**src/rtl/piso_serializer.sv**
```systemverilog
// Parallel-in / serial-out stage: 2-entry input FIFO feeding a WIDTH-bit
// MSB-first shifter. Back-to-back words stream with no idle gap.
module piso_serializer #(
  parameter int unsigned WIDTH = 4
) (
  input  logic             clk,
  input  logic             rst,
  input  logic [WIDTH-1:0] din,
  input  logic             din_valid,
  output logic             din_ready,
  output logic             d,
  output logic             d_valid,
  output logic             frame_start,
  output logic             busy
);

  localparam int unsigned CW = (WIDTH > 1) ? $clog2(WIDTH) : 1;

  typedef enum logic {
    IDLE,
    SHIFT
  } state_e;

  state_e           state_q, state_d;
  logic [WIDTH-1:0] fifo_q [2];
  logic             wr_ptr_q, wr_ptr_d;
  logic             rd_ptr_q, rd_ptr_d;
  logic [1:0]       count_q, count_d;
  logic [WIDTH-1:0] shift_q, shift_d;
  logic [CW-1:0]    cnt_q, cnt_d;
  logic             d_q, d_d;
  logic             d_valid_q, d_valid_d;
  logic             frame_start_q, frame_start_d;
  logic             busy_q, busy_d;
  logic             push;
  logic             pop;

  assign din_ready   = !rst && (count_q != 2'd2);
  assign push        = din_valid && din_ready;

  assign d           = d_q;
  assign d_valid     = d_valid_q;
  assign frame_start = frame_start_q;
  assign busy        = busy_q;

  // Pop decision uses the registered occupancy, so a word pushed at an
  // edge can never be loaded at that same edge.
  always_comb begin
    state_d = state_q;
    shift_d = shift_q;
    cnt_d   = cnt_q;
    pop     = 1'b0;
    unique case (state_q)
      IDLE: begin
        if (count_q != 2'd0) begin
          pop     = 1'b1;
          shift_d = fifo_q[rd_ptr_q];
          cnt_d   = CW'(WIDTH - 1);
          state_d = SHIFT;
        end
      end
      SHIFT: begin
        if (cnt_q == '0) begin
          if (count_q != 2'd0) begin
            pop     = 1'b1;
            shift_d = fifo_q[rd_ptr_q];
            cnt_d   = CW'(WIDTH - 1);
          end else begin
            shift_d = '0;
            state_d = IDLE;
          end
        end else begin
          shift_d = shift_q << 1;
          cnt_d   = cnt_q - 1'b1;
        end
      end
      default: state_d = IDLE;
    endcase
  end

  always_comb begin
    wr_ptr_d = wr_ptr_q;
    rd_ptr_d = rd_ptr_q;
    count_d  = count_q;
    if (push) wr_ptr_d = ~wr_ptr_q;
    if (pop)  rd_ptr_d = ~rd_ptr_q;
    unique case ({push, pop})
      2'b10:   count_d = count_q + 2'd1;
      2'b01:   count_d = count_q - 2'd1;
      default: count_d = count_q;
    endcase
  end

  // Serial outputs are registered from next-state so d lines up with the
  // shifter contents in the cycle after each edge.
  always_comb begin
    d_d           = (state_d == SHIFT) && shift_d[WIDTH-1];
    d_valid_d     = (state_d == SHIFT);
    frame_start_d = pop;
    busy_d        = (state_d == SHIFT) || (count_d != 2'd0);
  end

  always_ff @(posedge clk) begin
    if (rst) begin
      state_q       <= IDLE;
      wr_ptr_q      <= 1'b0;
      rd_ptr_q      <= 1'b0;
      count_q       <= '0;
      shift_q       <= '0;
      cnt_q         <= '0;
      d_q           <= 1'b0;
      d_valid_q     <= 1'b0;
      frame_start_q <= 1'b0;
      busy_q        <= 1'b0;
    end else begin
      state_q       <= state_d;
      wr_ptr_q      <= wr_ptr_d;
      rd_ptr_q      <= rd_ptr_d;
      count_q       <= count_d;
      shift_q       <= shift_d;
      cnt_q         <= cnt_d;
      d_q           <= d_d;
      d_valid_q     <= d_valid_d;
      frame_start_q <= frame_start_d;
      busy_q        <= busy_d;
    end
  end

  always_ff @(posedge clk) begin
    if (push) fifo_q[wr_ptr_q] <= din;
  end

endmodule

```
**config.mk**
```make
export PLATFORM = sky130hd
export DESIGN_NAME = piso_serializer
export DESIGN_NICKNAME = d
export VERILOG_FILES = /design/src/rtl/piso_serializer.sv
export SDC_FILE = /design/constraint.sdc
export NUM_CORES = 1
export LEC_CHECK = 0
export CORE_MARGIN = 10
export CORE_UTILIZATION = 45
export DETAILED_ROUTE_END_ITERATION = 8
export GPL_ROUTABILITY_DRIVEN = 0
export PLACE_DENSITY = 0.81
export REMOVE_ABC_BUFFERS = 1
export SETUP_SLACK_MARGIN = 0.2
export SYNTH_ARGS = -nofsm -noshare
export SYNTH_HDL_FRONTEND = slang
export SYNTH_SLANG_ARGS = --single-unit
```
**constraint.sdc**
```tcl
create_clock -name clk -period 1.6 [get_ports clk]
set_clock_uncertainty 0.05 [all_clocks]
set_input_delay 0.32 -clock clk [delete_from_list [all_inputs] [get_ports clk]]
set_output_delay 0.32 -clock clk [all_outputs]
set_load 0.05 [all_outputs]
```
==> flow_summary.ini <==
[run]
maxCapViolations = 0

[worst_setup_path]
end_kind = output port
cp.arrival_ns = 1.23
cp_cell_sequence = and2b_2, nor2_4, buf_6, buf_12
critical_path.slowest_cell = dfxtp_2
rr_startpoint = count_q[0]
critical_path_class = reg -> out
cp.required_ns = 1.23
max_stage_delay_ns = 0.35
worstReg2RegEnd = count_q[1]
critical_path_buf_inv_count = 2
reg2reg_setup_slack_ns = 0.02
cp_top_family = flip-flops
crit_fanout = 2
cp-start-kind = flop
reg2reg_depth = 7

[final_layout]
final_common_cell = dfxtp_1
multi_input_area_um2 = 390
nets = 116
fin_util_pct = 64.6
final_cell_mix = 14 x dfxtp_1, 13 x buf_4, 8 x edfxtp_1
area_delta_synth_final_pct = 38.0
instances_no_fill = 134
antenna_cells = 0
fillers = 144
drive_gt1_share_pct = 36.4
seqCellArea_um2 = 542

[timing]
setup_viol = 1
fin_crit_ns = 1.60
maxSlewHeadroom_pct = 81.6
tightest_slew_ns = 0.274
setup_ws_ns = -0.00321
drv_slew = 0
clock.fmax_mhz = 624
rsz0062_at_grt = true
fin_crit_sh_pct = 100
finalHoldViolCount = 0

[global_route]
grt_max_degree = 15
grt.overflow.total = 0
grt_pass1_vias = 704
grt_pass1_wl_mm = 2.89
gr-usage-all-layers_pct = 8.52
antenna_found_initial = 0

[logic_synthesis]
yosysSeqAreaShare_pct = 59.5
syn_inst = 81
synth.distinct_cells = 33
synth_area_per_cell_um2 = 11.2
syn_area_um2 = 908
synth-seq-cells = 23
yosys_warnings = 0

[outcome]
run_status = finished, violations left
violations = negative setup slack

[floorplan]
ios = 12
die_y_um = 64.9
core_um2 = 1940
die_area_um2 = 4220
die_w_um = 64.9
initial_core_util_pct = 46.8
rows = 16

[hold_path]
whs_endpoint = shift_q[3]
min_path_cells = 2
min_from = shift_q[3]
hold_path_class = reg -> reg

[routing]
drtIter0Drc = 26
dr.pass1.iters = 4
drc = 0
vias_per_cell = 5.43
routed_wl_mm = 1.84
vias = 727
ant_nets = 0
wl_per_cell_um = 13.7

[clock_tree]
cts_max_path_buffers = 2
cts_tree = done
clk_latency_ns = 0.31
clk_pin_slew_ns = 0.13
htree_num_levels = 1
numCtsBuffers = 3
ctsRootBufferMaster = clkbuf_4
ctsHoldBuffers = 0
cts.sinks = 23

[pwr]
peakVddDrop_uv = 1250
power_density_nw_per_um2 = 1850
p_leak_uw = 0.000474

[placement]
hpwlAfterDp_mm = 1.38
portBuffers = 11
place_ws_ns = -0.266
dp.cells = 128
[layer usage]
layer | global-route usage, % | up-vias | wire length, um | part of all wire, %
met3 | 3.44 | 2 | 115 | 6.3
met4 | 3.48 | 0 | 13 | 0.71
met5 | 0 | - | 0 | 0
li1 | - | 351 | - | -
met2 | 14.7 | 24 | 1000 | 55
met1 | 9.05 | 350 | 706 | 38
[tightest hold or removal path, cell delays in order (launching register included)]
cell and delay [ns]:
dfxtp_1 0.33, nand2_1 0.07, a31oi_1 0.07
[worst max-delay path by stage]
| stage | slack [ns] | cells after the start | to | start |
|---|---|---|---|---|
| after floorplan | -0.83 | 6 | count_q[1] | count_q[0] |
| after global placement | -0.21 | 6 | count_q[1] | rst |
| after detailed placement | -0.27 | 6 | count_q[1] | rst |
| after CTS | -0.002 | 7 | count_q[1] | count_q[0] |
| after global routing | -0.06 | 4 | din_ready | count_q[0] |
| final | -0.003 | 4 | din_ready | count_q[0] |
[synth_stat cells]
library cell | n | area share [%]
dfxtp_1 | 15 | 33
edfxtp_1 | 8 | 26
a21oi_1 | 6 | 3.3
nor2_1 | 5 | 2.1
inv_1 | 4 | 1.7
nand2_1 | 4 | 1.7
mux2_2 | 3 | 3.7
nor3_1 | 3 | 1.7
o21ai_0 | 3 | 1.7
or3_1 | 3 | 2.1
a311oi_1 | 2 | 1.9
a31oi_1 | 2 | 1.4
nand4_1 | 2 | 1.4
o31ai_1 | 2 | 1.7
a211oi_1 | 1 | 0.83
a32o_1 | 1 | 1.1
and2b_2 | 1 | 0.96
and3_1 | 1 | 0.69
buf_2 | 1 | 0.55
clkbuf_1 | 1 | 0.41
clkbuf_2 | 1 | 0.55
ha_1 | 1 | 1.4
mux2i_1 | 1 | 1.1
nand2b_1 | 1 | 0.69
nor3_2 | 1 | 1.1
nor3b_1 | 1 | 0.83
nor4_2 | 1 | 1.4
o211ai_1 | 1 | 0.83
o21a_1 | 1 | 0.83
o21ai_1 | 1 | 0.55
or2_1 | 1 | 0.69
xnor2_1 | 1 | 0.96
xor2_1 | 1 | 0.96
[power breakdown]
part / switching [uW] / internal (uW)
Combinational: 618 / 574
Sequential: 94.3 / 762
Clock: 174 / 95.4
Total: 887 / 1430
[area by class of cell]
class,instances,share of cell area (%)
sequential,23,43.2
multi-input combinational,51,31.1
timing repair buffer,25,19.4
tap,27,2.69
clock buffer,3,1.80
inverter,4,1.20
clock inverter,1,0.599
[stage by stage]
stage | cell area (um^2) | hold slack, ns | TNS, ns | total power [uW]
after floorplan | 895 | 0.339 | -3.86 | 1470
after global placement | 1140 | 0.425 | -0.789 | 1820
after detailed placement | 1140 | 0.435 | -1.31 | 1880
after CTS | 1200 | 0.452 | -0.00445 | 2200
after global routing | 1250 | 0.471 | -0.157 | 2460
final | 1250 | 0.460 | -0.00321 | 2320
[sequential cells by signal (all words and copies together) (netlist names), named ones only]
name,flops
fifo_q,8
shift_q,4
cnt_q,2
count_q,2
busy,1
d,1
d_valid,1
frame_start,1
rd_ptr_q,1
wr_ptr_q,1
[timing repair]
| action | 4_1_cts | 5_1_grt |
|---|---|---|
| pin swaps | 2 | 5 |
| resized for setup | 5 | 12 |
| setup endpoints to repair | 8 | 15 |
| buffers inserted | 1 | 1 |
[kinds of logic after synthesis]
kind of cell    after synthesis  synth area share, %
simple gates                 24                 15.2
flops                        23                 59.5
compound gates               20                 14.0
buf+inv                       7                 3.17
mux                           4                 4.82
xor+xnor                      2                 1.93
fa+ha+maj                     1                 1.38
Power figures use the tool's default switching activity.
==> RTL edit 1: new RTL, same flow settings <==
The parameter `WIDTH` goes from 4 to 2.
--- a/src/rtl/piso_serializer.sv
+++ b/src/rtl/piso_serializer.sv
@@ -1,7 +1,7 @@
 // Parallel-in / serial-out stage: 2-entry input FIFO feeding a WIDTH-bit
 // MSB-first shifter. Back-to-back words stream with no idle gap.
 module piso_serializer #(
-  parameter int unsigned WIDTH = 4
+  parameter int unsigned WIDTH = 2
 ) (
   input  logic             clk,
   input  logic             rst,
Ports: changed (resized din); port bits go from 12 to 10. The function was not compared with the original's and may differ.
==> RTL edit 1 against the original RTL <==
- the run still ends with setup timing left
- hold slack better by 18 ps
- cell area shrank 26%
- routed wire length fell by 13%
- synthesized area shrank 34%
- count of clock-buffer cells in the layout increased by 1
- die area is 24% lower
- fmax down 4.9%
- total power decreased by 18%
- sequential share of layout area decreased by 4.1 points
- clock power about the same
- register-to-register slack got worse by 100 ps
- global-route usage grew 2.2 points
- sequential cell count down 7
- setup slack got worse by 82 ps
==> RTL edit 1: results (changes against the original RTL) <==
Pwr
  • Leakage: 0.378 nW (-20%)
  • Switching Fraction: 0.375 (-0.00715)

Synthesis
  • Count of cell types in the netlist: 25 (-24%)
  • Area contributors post-synth: dfxtp_1 40%, edfxtp_1 20%, nor2_1 4.4%
  • Number of flops mapped to enable cells by yosys: 4 (-4)
  • Seq/Total Area, Yosys: 0.599 (+0.00371)

Finish
  • Nets: 83 (-28%)
  • Share of cells above drive strength 1: 0.461 (+0.0960)
  • Largest regs: fifo_q: 4 flops, count_q: 2 flops, shift_q: 2 flops

STA
  • Final worst slack: -84.9 ps (-81.7 ps)
  • Slew HR: 0.795 (-0.0212)
  • TNS Setup: -127 ps (-124 ps)
  • Final setup fails: 2 (+1)

Outcome
  • Status: finished, violations left
  • Failing checks: setup timing

Clock tree
  • Clock-pin slew on the worst setup and hold paths: 90 ps (-40 ps)

Worst setup path
  • Crit path arrival time: 1870 ps (+640 ps)
  • CP max-delay cell: or3_1

Place
  • Port bufs: 9 (-2)
  • Final HPWL DP: 1030 um (-25%)
  • Pre-CTS WS: -318 ps (-51.5 ps)

Global route
  • Met1 Track Usage GR: 0.108 (+0.0175)
  • Total GRT Usage: 0.107 (+0.0222)
  • First-pass GRT wire length: 2530 um (-12%)
  • Grt met2 use: 0.172 (+0.0259)
  • Largest net degree at the start of global routing: 11 (-4)
  • GR Util met3: 0.0292 (-0.00515)

Route
  • Wire per inst: 17.6 um (+28%)
  • 1st-iter DRT viols: 4 (-85%)
-- RTL edit 1: logic make-up after synthesis --
group,after synthesis,synth area share
muxes,2,0.0374
DFF,16,0.599
adders and majority gates,1,0.0208
buffers and inverters,4,0.0249
and+or+nand+nor,18,0.154
xor gates and xnor gates,3,0.0437
AOI/OAI and AO/OA,9,0.121
-- RTL edit 1: routing by layer --
metal  part of all wire  routed length, um  vias to the layer above
li1                   -                  -                      236
met1               0.44                711                      235
met2               0.47                750                       15
met3              0.031                 50                        6
met4              0.056                 90                        0
met5                  0                  0                        -
-- RTL edit 1: path summary, 6_finish.rpt --
| path | to | slack [ps] | depth (start not counted) |
|---|---|---|---|
| setup / recovery | count_q[1]$_SDFF_PP0_ | -80 | 7 |
| hold / removal | register | 480 | 2 |
| setup reg to reg | count_q[1]$_SDFF_PP0_ | -80 | 7 |
| hold reg to reg | register | 480 | 2 |
-- RTL edit 1: layout make-up --
class / instances / area [sq um] / share of cell area
Inverter: 3 / 11.3 / 0.0122
Sequential cell: 16 / 362 / 0.391
Clock buffer: 4 / 36.3 / 0.0392
Timing Repair Buffer: 20 / 195 / 0.211
Multi-Input combinational cell: 33 / 302 / 0.326
Tap cell: 15 / 18.8 / 0.0203
-- RTL edit 1: timing repair --
action / 4_1_cts / 5_1_grt
setup buffers: 1 / 1
resized for setup: 12 / 5
pin swaps: 3 / 1
setup endpoints to repair: 6 / 7
-- RTL edit 1: power groups by stage --
stage / Combinational [mW] / Sequential (mW) / Clock [mW]
detailed placement: 0.769 / 0.595 / 0
global route: 1.12 / 0.598 / 0.298
finish: 1.04 / 0.590 / 0.269
floorplan: 0.338 / 0.706 / 0
global placement: 0.743 / 0.586 / 0
CTS: 0.911 / 0.587 / 0.266
-- RTL edit 1: critical path, delay by kind of cell, from the launching register on --
| family | cells | cell delay (ps) |
|---|---|---|
| and+or+nand+nor | 4 | 810 |
| adders and majority gates | 1 | 170 |
| AOI/OAI and AO/OA | 1 | 140 |
| DFF | 1 | 330 |
| xor gates and xnor gates | 1 | 130 |
-- RTL edit 1: through the flow --
stage	instance area (sq um)	total power, mW	hold slack, ps	utilization	cells
after floorplan	598	1.04	339	-	52
after global placement	787	1.33	445	0.612	85
after detailed placement	787	1.36	455	0.612	85
after CTS	881	1.76	480	0.685	90
after global routing	925	2.01	520	0.720	91
final	925	1.90	478	0.720	91
==> RTL edit 2: new RTL, same flow settings <==
Made on the original files. Make the reset (`rst`) asynchronous in one clocked block.
--- a/src/rtl/piso_serializer.sv
+++ b/src/rtl/piso_serializer.sv
@@ -100,7 +100,7 @@
     busy_d        = (state_d == SHIFT) || (count_d != 2'd0);
   end
 
-  always_ff @(posedge clk) begin
+  always_ff @(posedge clk or posedge rst) begin
     if (rst) begin
       state_q       <= IDLE;
       wr_ptr_q      <= 1'b0;
Behaviour: differs if rst is asserted again (counterexample within 4 cycles, from zero or initial values and one cycle with rst high); with rst held inactive, the same outputs for 10 cycles.
==> RTL edit 2 against the original RTL <==
- utilization rose by 7.1 points
- total power rose by 17%
- final cell count fell by 12%
- via count fell by 17%
- non-clock buffer count rose by 5
- sequential power rose by 4.7%
- count of clock-buffer cells in the layout did not move
- synthesized area fell by 3.7%
- cell area rose by 1.9%
- hold slack got worse by 220 ps
- setup slack improved by 51 ps
- sequential cell count fell by 2
- routed wire length fell by 3.3%
- first-iteration DRC count fell by 50%
- critical endpoint unchanged
- largest cell class unchanged
- largest power group unchanged
==> RTL edit 2: results (changes against the original RTL) <==
Outcome
  • Status: finished clean

Synthesis
  • Post-synth top cells: 13 x dfrtp_1, 8 x edfxtp_1, 4 x mux2i_1, 4 x xnor2_1
  • Area contributors post-synth: dfrtp_1 37%, edfxtp_1 27%, mux2i_1 4.6%
  • Async SR Flop Fraction: 0.619 (+0.619)
  • Ys Warns: 0 (unchanged)
  • Count of cell types in the netlist: 28 (-15%)
  • Seq/Total Area, Yosys: 0.647 (+0.0516)
  • Number of flops mapped to enable cells by yosys: 8 (unchanged)

Place
  • Pre-CTS WS: -134 ps (+133 ps)
  • Port bufs: 11 (unchanged)
  • Final HPWL DP: 1260 um (-8.7%)

Global route
  • Largest net degree at the start of global routing: 14 (-1)
  • Antenna violations before repair: 0 (unchanged)
  • Grt met2 use: 0.150 (+0.00395)
  • First-pass GRT wire length: 2970 um (+2.6%)
  • Vias in the first global route: 641 (-8.9%)
  • GR Util met3: 0.0366 (+0.00222)
  • Total GRT Usage: 0.0892 (+0.00398)
  • Met1 Track Usage GR: 0.101 (+0.0105)

Clock tree
  • Clock latency on the worst-skew pair: 290 ps (-20 ps)
  • TritonCTS buffer count: 3 (unchanged)
  • Clock-pin slew on the worst setup and hold paths: 120 ps
  • Clock root cell: clkbuf_4
  • CTS max path bufs: 2 (unchanged)
  • H-Tree Depth: 1 (unchanged)
  • # hold bufs at CTS: 0 (unchanged)

Pwr
  • Peak supply drop: 0.00144 V (+15%)
  • Leakage: 0.548 nW (+16%)

Worst setup path
  • Worst R2R Start: count_q[0]$_DFF_PP0_
  • R2R cell count: 6 (-1)
  • Crit path arrival time: 1180 ps (-50 ps)
  • CP Class: reg2out
  • Critical-path maximum fanout: 2 (unchanged)

Min path
  • Worst Hold Class: in2async

Finish
  • Share of cells above drive strength 1: 0.452 (+0.0871)
  • Largest regs: fifo_q: 8 flops, shift_q: 3 flops
  • N_diodes: 0 (unchanged)
  • Nets: 102 (-12%)

Route
  • Wire per inst: 15.1 um (+9.8%)
  • Vias per cell: 5.12 (-5.7%)
  • 1st-iter DRT viols: 13 (-50%)

STA
  • Slew HR: 0.804 (-0.0116)
-- RTL edit 2: timing repair --
item,CTS,global route
setup endpoints to repair,8,8
setup buffers,7,4
resized for setup,11,6
endpoints found under the hold margin,0,0
pin swaps,3,4
-- RTL edit 2: stage by stage --
| step | area (sq um) | instances | total power, mW | util | hold slack (ps) |
|---|---|---|---|---|---|
| detailed placement | 1100 | 103 | 2.10 | 0.618 | 440 |
| global route | 1280 | 118 | 2.88 | 0.716 | 249 |
| CTS | 1220 | 114 | 2.55 | 0.686 | 252 |
| finish | 1280 | 118 | 2.70 | 0.716 | 242 |
| floorplan | 851 | 59 | 1.60 | - | 170 |
| global placement | 1100 | 103 | 2.04 | 0.618 | 428 |
-- RTL edit 2: area by class of cell --
class / count / area (sq um)
clock buffer: 3 / 22.5
sequential: 21 / 568
multi-input combinational: 35 / 327
inverter: 3 / 11.3
clock inverter: 1 / 5.00
timing repair buffer: 30 / 313
tap: 25 / 31.3
fill: 135 / 505
-- RTL edit 2: power breakdown --
group	internal, mW	total (mW)	switching, mW	leakage, nW
Clock	0.0928	0.247	0.154	0.0177
Sequential	0.754	0.896	0.142	0.225
Combinational	0.813	1.56	0.749	0.305
Total	1.66	2.70	1.05	0.548
-- RTL edit 2: critical path: stages, from the launching register on --
cell and delay [ps]:
dfrtp_2 420, o21a_1 210, buf_6 120, buf_12 130
-- RTL edit 2: kinds of logic after synthesis --
kind of cell / Yosys count / synth area share
buf+inv: 6 / 0.0401
fa+ha+maj: 1 / 0.0143
simple gates: 13 / 0.0944
flops: 21 / 0.647
compound gates: 12 / 0.109
xor+xnor: 5 / 0.0501
mux: 4 / 0.0458
-- RTL edit 2: worst paths after layout --
kind	to	slack [ps]
setup / recovery	din_ready	50
hold / removal	d$_DFF_PP0_	240
setup reg to reg	count_q[1]$_DFF_PP0_	190
hold reg to reg	d$_DFF_PP0_	460
max in group asynchronous	count_q[1]$_DFF_PP0_	1080
min in group clk	d$_DFF_PP0_	460
-- RTL edit 2: routing by layer --
metal | vias up | wire length [um]
li1 | 285 | -
met1 | 303 | 755
met2 | 14 | 898
met3 | 2 | 111
met4 | 0 | 14
met5 | - | 0
